`src/rtl/clock_status_logger.sv`:
```
// ---------------------------------------------------------------------------
// clock_status_logger
//
// Purpose:
//    Watches the four per-clock "present" flags coming from the clock monitor.
//    A clock only counts as back when it has stayed present for QUAL_TICKS
//    consecutive aclk cycles. When a clock that was counted as back goes away,
//    that is a loss. Each loss sets a sticky flag and bumps a per-channel
//    saturating counter. The block raises a maskable level interrupt, and the
//    processor register bank can clear flags and counters with write-1-to-clear.
//
// Optional feature (macro CLKSTAT_TIMESTAMP_EN):
//    When the macro is defined, a free-running 32-bit timestamp counter is
//    built. Every loss captures that counter value and the lowest-numbered
//    losing channel. When the macro is not defined, last_loss_time and
//    last_loss_chan are tied to zero. The port list is the same in both builds.
//
// Parameters:
//    QUAL_TICKS  consecutive present cycles needed to qualify (2..65535)
//    CNT_WIDTH   width of each per-channel loss counter (2..16)
//
// Ports:
//    aclk            register clock
//    aresetn         synchronous active-low reset
//    ck_present[3:0] per-clock present flags, already aclk-synchronous
//    clr_strobe      one-cycle clear request
//    clr_mask[3:0]   channels to clear when clr_strobe is high
//    irq_mask[3:0]   per-channel interrupt enable
//    stable[3:0]     channel is qualified present
//    sticky_lost[3:0] loss seen since the last clear
//    loss_count      per-channel counters, channel i at [i*CNT_WIDTH +: CNT_WIDTH]
//    all_ok          all four channels stable
//    irq             level interrupt
//    last_loss_time  timestamp of the most recent loss (optional feature)
//    last_loss_chan  channel of the most recent loss (optional feature)
// ---------------------------------------------------------------------------
module clock_status_logger #(
   parameter int QUAL_TICKS = 1024,
   parameter int CNT_WIDTH  = 8
) (
   input  logic                     aclk,
   input  logic                     aresetn,
   input  logic [3:0]               ck_present,
   input  logic                     clr_strobe,
   input  logic [3:0]               clr_mask,
   input  logic [3:0]               irq_mask,
   output logic [3:0]               stable,
   output logic [3:0]               sticky_lost,
   output logic [4*CNT_WIDTH-1:0]   loss_count,
   output logic                     all_ok,
   output logic                     irq,
   output logic [31:0]              last_loss_time,
   output logic [1:0]               last_loss_chan
);

   typedef enum logic [1:0] {
      ABSENT  = 2'd0,
      QUALIFY = 2'd1,
      PRESENT = 2'd2
   } chanState_e;

   // The cycle that moves ABSENT to QUALIFY already counts as the first present
   // sample. Exiting QUALIFY on the zero count adds one more sample. So the load
   // value is QUAL_TICKS-2, which makes stable rise after exactly QUAL_TICKS samples.
   localparam logic [15:0]          QUAL_LOAD = 16'(QUAL_TICKS - 2);
   localparam logic [CNT_WIDTH-1:0] CNT_MAX   = {CNT_WIDTH{1'b1}};
   localparam logic [CNT_WIDTH-1:0] CNT_ONE   = {{(CNT_WIDTH-1){1'b0}}, 1'b1};

   chanState_e           state_q     [4];
   chanState_e           state_d     [4];
   logic [15:0]          qualCount_q [4];
   logic [15:0]          qualCount_d [4];
   logic [CNT_WIDTH-1:0] lossCnt_q   [4];
   logic [CNT_WIDTH-1:0] lossCnt_d   [4];

   logic [3:0] stable_q;
   logic [3:0] stable_d;
   logic [3:0] sticky_q;
   logic [3:0] sticky_d;
   logic       allOk_q;
   logic       irq_q;
   logic [3:0] lossEvent;
   logic [3:0] clrHit;

   // State register for the four channel FSMs. Reset puts every channel back
   // in ABSENT, so clocks that are missing at start-up never look like a loss.
   always_ff @(posedge aclk) begin
      if (!aresetn) begin
         for (int i = 0; i < 4; i++) begin
            state_q[i]     <= ABSENT;
            qualCount_q[i] <= '0;
         end
      end else begin
         for (int i = 0; i < 4; i++) begin
            state_q[i]     <= state_d[i];
            qualCount_q[i] <= qualCount_d[i];
         end
      end
   end

   // Next-state logic. Each channel runs on its own.
   // If the clock drops during qualification, the channel quietly returns to
   // ABSENT. Only a drop from PRESENT is a real loss.
   always_comb begin
      for (int i = 0; i < 4; i++) begin
         state_d[i]     = state_q[i];
         qualCount_d[i] = qualCount_q[i];
         case (state_q[i])
            ABSENT: begin
               if (ck_present[i]) begin
                  state_d[i]     = QUALIFY;
                  qualCount_d[i] = QUAL_LOAD;
               end
            end
            QUALIFY: begin
               if (!ck_present[i]) begin
                  state_d[i] = ABSENT;
               end else if (qualCount_q[i] == 16'd0) begin
                  state_d[i] = PRESENT;
               end else begin
                  qualCount_d[i] = qualCount_q[i] - 16'd1;
               end
            end
            PRESENT: begin
               if (!ck_present[i]) begin
                  state_d[i] = ABSENT;
               end
            end
            default: begin
               state_d[i] = ABSENT;
            end
         endcase
      end
   end

   // FSM output decode.
   // stable_d comes from the next state, so the stable register changes on the
   // same edge as the state register.
   // A loss event is the edge that leaves PRESENT.
   always_comb begin
      stable_d  = '0;
      lossEvent = '0;
      for (int i = 0; i < 4; i++) begin
         stable_d[i]  = (state_d[i] == PRESENT);
         lossEvent[i] = (state_q[i] == PRESENT) && !ck_present[i];
      end
   end

   // Sticky-flag and counter bookkeeping.
   // If a loss and a clear land on the same edge, the loss wins: the clear
   // wipes the old history and the new event is then recorded on top of it.
   // That way no event is ever dropped.
   always_comb begin
      clrHit   = {4{clr_strobe}} & clr_mask;
      sticky_d = sticky_q;
      for (int i = 0; i < 4; i++) begin
         lossCnt_d[i] = lossCnt_q[i];
         if (lossEvent[i]) begin
            sticky_d[i] = 1'b1;
            if (clrHit[i]) begin
               lossCnt_d[i] = CNT_ONE;
            end else if (lossCnt_q[i] != CNT_MAX) begin
               lossCnt_d[i] = lossCnt_q[i] + CNT_ONE;
            end
         end else if (clrHit[i]) begin
            sticky_d[i]  = 1'b0;
            lossCnt_d[i] = '0;
         end
      end
   end

   // Registered status outputs.
   // irq is built from the registered sticky flags and the current mask, so it
   // follows sticky_lost and irq_mask one cycle later.
   always_ff @(posedge aclk) begin
      if (!aresetn) begin
         stable_q <= '0;
         allOk_q  <= 1'b0;
         sticky_q <= '0;
         irq_q    <= 1'b0;
         for (int i = 0; i < 4; i++) begin
            lossCnt_q[i] <= '0;
         end
      end else begin
         stable_q <= stable_d;
         allOk_q  <= &stable_d;
         sticky_q <= sticky_d;
         irq_q    <= |(sticky_q & irq_mask);
         for (int i = 0; i < 4; i++) begin
            lossCnt_q[i] <= lossCnt_d[i];
         end
      end
   end

   // Pack the per-channel counters into the flat readback bus.
   always_comb begin
      loss_count = '0;
      for (int i = 0; i < 4; i++) begin
         loss_count[i*CNT_WIDTH +: CNT_WIDTH] = lossCnt_q[i];
      end
   end

   assign stable      = stable_q;
   assign all_ok      = allOk_q;
   assign sticky_lost = sticky_q;
   assign irq         = irq_q;

`ifdef CLKSTAT_TIMESTAMP_EN
   logic [31:0] tsCount_q;
   logic [31:0] lastTime_q;
   logic [1:0]  lastChan_q;
   logic [1:0]  firstLoss;

   // When several channels lose on the same edge, the lowest-numbered one is
   // the channel that gets recorded.
   always_comb begin
      firstLoss = 2'd0;
      if (lossEvent[0]) begin
         firstLoss = 2'd0;
      end else if (lossEvent[1]) begin
         firstLoss = 2'd1;
      end else if (lossEvent[2]) begin
         firstLoss = 2'd2;
      end else if (lossEvent[3]) begin
         firstLoss = 2'd3;
      end
   end

   // Free-running timestamp counter that wraps naturally.
   // The capture stores the counter value from before the loss edge.
   // clr_strobe has no effect here on purpose: the last-loss record survives
   // a clear, so software can still see what happened.
   always_ff @(posedge aclk) begin
      if (!aresetn) begin
         tsCount_q  <= '0;
         lastTime_q <= '0;
         lastChan_q <= '0;
      end else begin
         tsCount_q <= tsCount_q + 32'd1;
         if (|lossEvent) begin
            lastTime_q <= tsCount_q;
            lastChan_q <= firstLoss;
         end
      end
   end

   assign last_loss_time = lastTime_q;
   assign last_loss_chan = lastChan_q;
`else
   assign last_loss_time = '0;
   assign last_loss_chan = '0;
`endif

endmodule

```
`config.mk`:
```
export PLATFORM = sky130hd
export DESIGN_NAME = clock_status_logger
export DESIGN_NICKNAME = d
export VERILOG_FILES = /design/src/rtl/clock_status_logger.sv
export SDC_FILE = /design/constraint.sdc
export NUM_CORES = 1
export LEC_CHECK = 0
export ABC_AREA = 1
export CAP_MARGIN = 20
export CORE_MARGIN = 2
export CORE_UTILIZATION = 45
export DETAILED_ROUTE_END_ITERATION = 8
export HOLD_SLACK_MARGIN = 0.03
export PLACE_DENSITY_LB_ADDON = 0.05
export RECOVER_POWER = 25
export SYNTH_ARGS = -nofsm -noshare
export SYNTH_HDL_FRONTEND = slang
export SYNTH_SLANG_ARGS = --single-unit
```
`constraint.sdc`:
```
create_clock -name aclk -period 1.85 [get_ports aclk]
set_input_delay 0.2775 -clock aclk [delete_from_list [all_inputs] [get_ports aclk]]
set_output_delay 0.2775 -clock aclk [all_outputs]
set_load 0.02 [all_outputs]
```
# [Word level (Yosys, flattened, before mapping)]
# Memory sizes are Yosys's and may differ from the RTL's.
# Cells that the tools add are included.
[word_totals] inputBits=15 latchBits=0 ram_bits=104 output_inout_bits=76 elab_cells=144 mem_bits_ro=0 mem_count=3 regBits=10
[op_classes] reduce_logical=22 mul=0 n_div=0 n_eq_ne=16 n_bitwise=14 shifts=0 n_mux=74 addsub=8 magnitude_cmp=0
[mem_list] memory="qualCount_q" words=4 width=16 read_ports=4 rd_ports_with_merged_regs=0 write_ports=4 line_no="71" rtl="logic [15:0] qualCount_q [4];"
[mem_list] memory="lossCnt_q" words=4 width=8 read_ports=4 rd_ports_with_merged_regs=0 write_ports=4 line_no="73" rtl="logic [CNT_WIDTH-1:0] lossCnt_q [4];"
[mem_list] memory="state_q" words=4 width=2 read_ports=4 rd_ports_with_merged_regs=0 write_ports=4 line_no="69" rtl="chanState_e state_q [4];"
[op_table] cell="$mux 16" n=16
[op_table] cell="$mux 8" n=20
[op_table] cell="$pmux 16 s2" n=4
[op_table] cell="$logic_not 16->1" n=4
[op_table] cell="$sub 16x1->16 const B" n=4
[op_table] cell="$mux 2" n=20
[op_table] cell="$add 8x1->8 const B" n=4
[op_table] cell="$ne 8x8->1 const B" n=4
[op_table] cell="$pmux 2 s3" n=4
[op_table] cell="$eq 2x2->1 const B" n=8
[op_table] cell="$or 1x1->1" n=12
[op_table] cell="$mux 1" n=10
[op_table] cell="$and 4x4->4" n=2
[op_table] cell="$eq 2x1->1 const B" n=4
[op_table] cell="$logic_not 2->1" n=4
[op_table] cell="$reduce_bool 2->1" n=4
[op_table] cell="$logic_and 1x1->1" n=4
[op_table] cell="$logic_not 1->1" n=4
[op_table] cell="$reduce_and 4->1" n=1
[op_table] cell="$reduce_or 4->1" n=1

# [Depth between registers and ports, before layout]
# Gate-level depths: netlist of the first run.
# An unclocked memory read counts as a cell.
[depth] depth_word=7 ltp_mapped=11 mapped_depth_nobuf=11

# [Least setup slack after synthesis of the first run]
# Ideal clock, no wire load.
[synth_timing] path_kind="reg-to-reg" startpoint="memory lossCnt_q[3][0]" endpoint="memory lossCnt_q[3][7]" synth_period_minus_slack_ns=1.622 stages_incl_launch_ff=11 path_buffers=0 arrival_ns=1.509 slack_ns=0.228 required_ns=1.737 setup_ns=0.113 cell_sequence="dfxtp_1 > ha_1 > nand2_1 > nor2_1 > nand2_1 > nor2_1 > nand2_2 > nand2_1 > nor2_1 > o21ai_1 > inv_1"
[synth_rtl] item="start: declaration" line_no="73"

==> results of run 1 <==
registers in the layout (all words and copies together) (netlist names):
name	count
all_ok	1
qualCount_q	64
stable	4
lossCnt_q	32
sticky_lost	4
state_q	8
irq	1
path summary, 6_finish.rpt:
kind                                    endpoint  slack, ps  cells past startpoint
setup / recovery                  loss_count[18]         90                      1
hold / removal                    irq$_SDFF_PN0_        460                      3
setup reg to reg    lossCnt_q[3][7]$_SDFFE_PN0P_        210                     10
hold reg to reg   qualCount_q[0][1]$_SDFFE_PN0P_        480                      2
stage by stage:
step | power (mW) | hold slack, ps | utilization
after floorplan | 3.57 | 436 | -
after global placement | 3.76 | 468 | 0.511
after detailed placement | 3.76 | 470 | 0.511
after CTS | 7.31 | 448 | 0.553
after global routing | 7.59 | 454 | 0.550
final | 7.21 | 458 | 0.550
power breakdown:
group	switching (mW)	total [mW]	internal, mW
combinational	0.685	1.04	0.359
sequential	0.112	2.66	2.55
clock	1.13	3.50	2.38
total	1.93	7.21	5.28
final cells by class:
type                    count  share of cell area
multi-input cells         843               0.472
repair buffers             86              0.0924
well taps                 188              0.0281
clock inverters            11              0.0221
inverters                 133              0.0597
flip-flops and latches    114               0.273
clock buffers              21              0.0527
kinds of logic after synthesis:
| family | Yosys count | share of synthesized area |
|---|---|---|
| AND/OR/NAND/NOR | 666 | 0.418 |
| flip-flops | 114 | 0.325 |
| adder cells (fa/ha/maj) | 10 | 0.0178 |
| AO/OA/AOI/OAI | 128 | 0.103 |
| other | 1 | 0.000534 |
| XOR/XNOR | 5 | 0.00624 |
| buffers and inverters | 188 | 0.129 |
cell usage in the layout (no fill, tap or decap), types with 2 or more instances in the layout:
cell type and n:
o21bai_1 2, buf_4 27, nand2_2 16, a21oi_2 17, dfxtp_1 113, xnor2_1 2
nor2_4 5, nor3_1 5, clkbuf_1 6, o21ai_1 5, ha_1 10, clkinv_2 4
bufinv_16 5, inv_2 8, and3_1 2, clkdlybuf4s50_1 54, nand4_1 23, nor2_2 12
or2_2 12, o21ai_2 2, nand2_1 299, nor2_1 189, nand3_2 2, inv_1 124
conb_1 34, nand3_1 88, nand2_4 4, nand3b_1 6, xor2_1 3, clkinvlp_4 2
o21ai_0 32, a21oi_1 67, clkbuf_16 17
routing by layer:
metal | share of wire | vias to the layer above | wire length, um
met3 | 0.035 | 21 | 573
met5 | 0 | - | 0
met2 | 0.45 | 117 | 7370
met1 | 0.50 | 2944 | 8210
met4 | 0.019 | 0 | 306
li1 | - | 3613 | -
tightest hold or removal path, cell delays in order:
cell	delay (ps)
clkdlybuf4s50_1	400
nand2_1	60
a41oi_1	80
==> flow_summary.toml, run 1 <==
[sta]
clock_skew_ps = 13.7
max_slew.worst_pin.slew_ps = 553
period_minus_slack_ps = 1760
finalMaxSlewViolations = 0
setup_viol = 0
timing.final.crit_share = 0.951
relSlewSlack = 0.631
grt_setup_unrepaired = "no"
setup_slack_ps = 91.3
fmax_mhz = 569
fin_setup_tns_ps = 0
hold_violations = 0

[floorplan]
die_area_um2 = 16600
boundaryPins = 91
core_um2 = 15200
initial_core_util = 0.462
die_w_um = 129
fp.dieH_um = 129
rows = 45

[synthesis]
synth.most_common_cell = "nand2_1"
synth_area_per_cell_um2 = 6.32
yosys_warnings = 0
synth_edf_count = 0
ys_types = 39
ys_seq_elements = 114
synthFlopType = "dfxtp_1"
async_reset_ff_frac = 0
yosysTopAreaCellShare = 0.325
yosys.area.top_type = "dfxtp_1"
netlist_top_cells_count = "299 x nand2_1, 186 x nor2_1, 124 x inv_1"
syn_inst = 1112
synth_area_leaders = "dfxtp_1 32%, nand2_1 16%, nor2_1 9.9%"
synth_area_um2 = 7020
yosysSeqAreaShare = 0.325

[place]
dpl-instance-area_um2 = 7770
gp_congestion = 0.860
portBuffers = 56
dp_hpwl_mm = 12.3
dp_slack_ps = 94.1
place_inst = 1364

[global_routing]
use_met2 = 0.326
grt_max_degree = 40
grt_antenna_before_repair = 0
grt_usage = 0.204
grt_pass1_wl_mm = 27.4
grt_most_used_layer = "met2"
overflow = 0
use_met3 = 0.0499
grt_pass1_vias = 5866
met1_usage = 0.273

[clocking]
cts_root_buffer = "clkbuf_16"
clockBufferDepth = 2
postCtsHoldBufs = 0
numCtsBuffers = 17
cts_sinks = 114
cts-resized-gates = 0
htreeDepth = 4
clkTransAtPathRegs_ps = 50
postCtsSetupRepairBufs = 0
cts_tree = "built"
insertion_delay_ps = 420

[routing]
post_drt_via_cell_ratio = 4.80
wl_mm = 16.5
drcViolationCount = 0
dr.first_iter.drc_count = 385
ant_nets = 0
drt_pass1_iterations = 4
wl_per_cell_um = 11.8
vias = 6695

[setup_path]
r2r-start = "lossCnt_q[3][1]$_SDFFE_PN0P_"
crit_path_start_kind = "register"
path_max_fanout = 5
worst-path-buf-inv = 1
startpoint = "lossCnt_q[2][2]$_SDFFE_PN0P_"
cp_top_family = "buffers and inverters"
critPathMaxStageDelay_ps = 680
crit_chain = "clkdlybuf4s50_1"
critPathRequiredTime_ps = 1570
crit_arrival_ps = 1480
critPathKind = "register to primary output"
end_kind = "primary output"
crit_slowest_cell = "clkdlybuf4s50_1"

[layout]
nNetsFinal = 1220
layout.area.seq_um2 = 2280
nFillCells = 1558
syn2layout_area_growth_pct = 19.1
final_cells = 1396
drive_above_1_share = 0.115
multi_input_area_um2 = 3950
n_antenna_cell = 0
design_area_um2 = 8360

[min_path]
hp-start = "irq_mask[3]"
hp-class = "primary input to register"

[pwr]
vdd_ir_drop_max_uv = 631
p_leak_nw = 3.77
powerDensity_nw_per_um2 = 862

[job]
drv_cap = 0

[status]
status = "completed"
(Power assumes the default switching activity.)
==> run 2: changes to the inputs <==
--- a/config.mk
+++ b/config.mk
@@ -6,7 +6,6 @@
 export NUM_CORES = 1
 export LEC_CHECK = 0
 export ABC_AREA = 1
-export CAP_MARGIN = 20
 export CORE_MARGIN = 2
 export CORE_UTILIZATION = 45
 export DETAILED_ROUTE_END_ITERATION = 8
==> results of run 2 <==
Same layout as run 1: the final DEF is identical, and so are final timing and power.
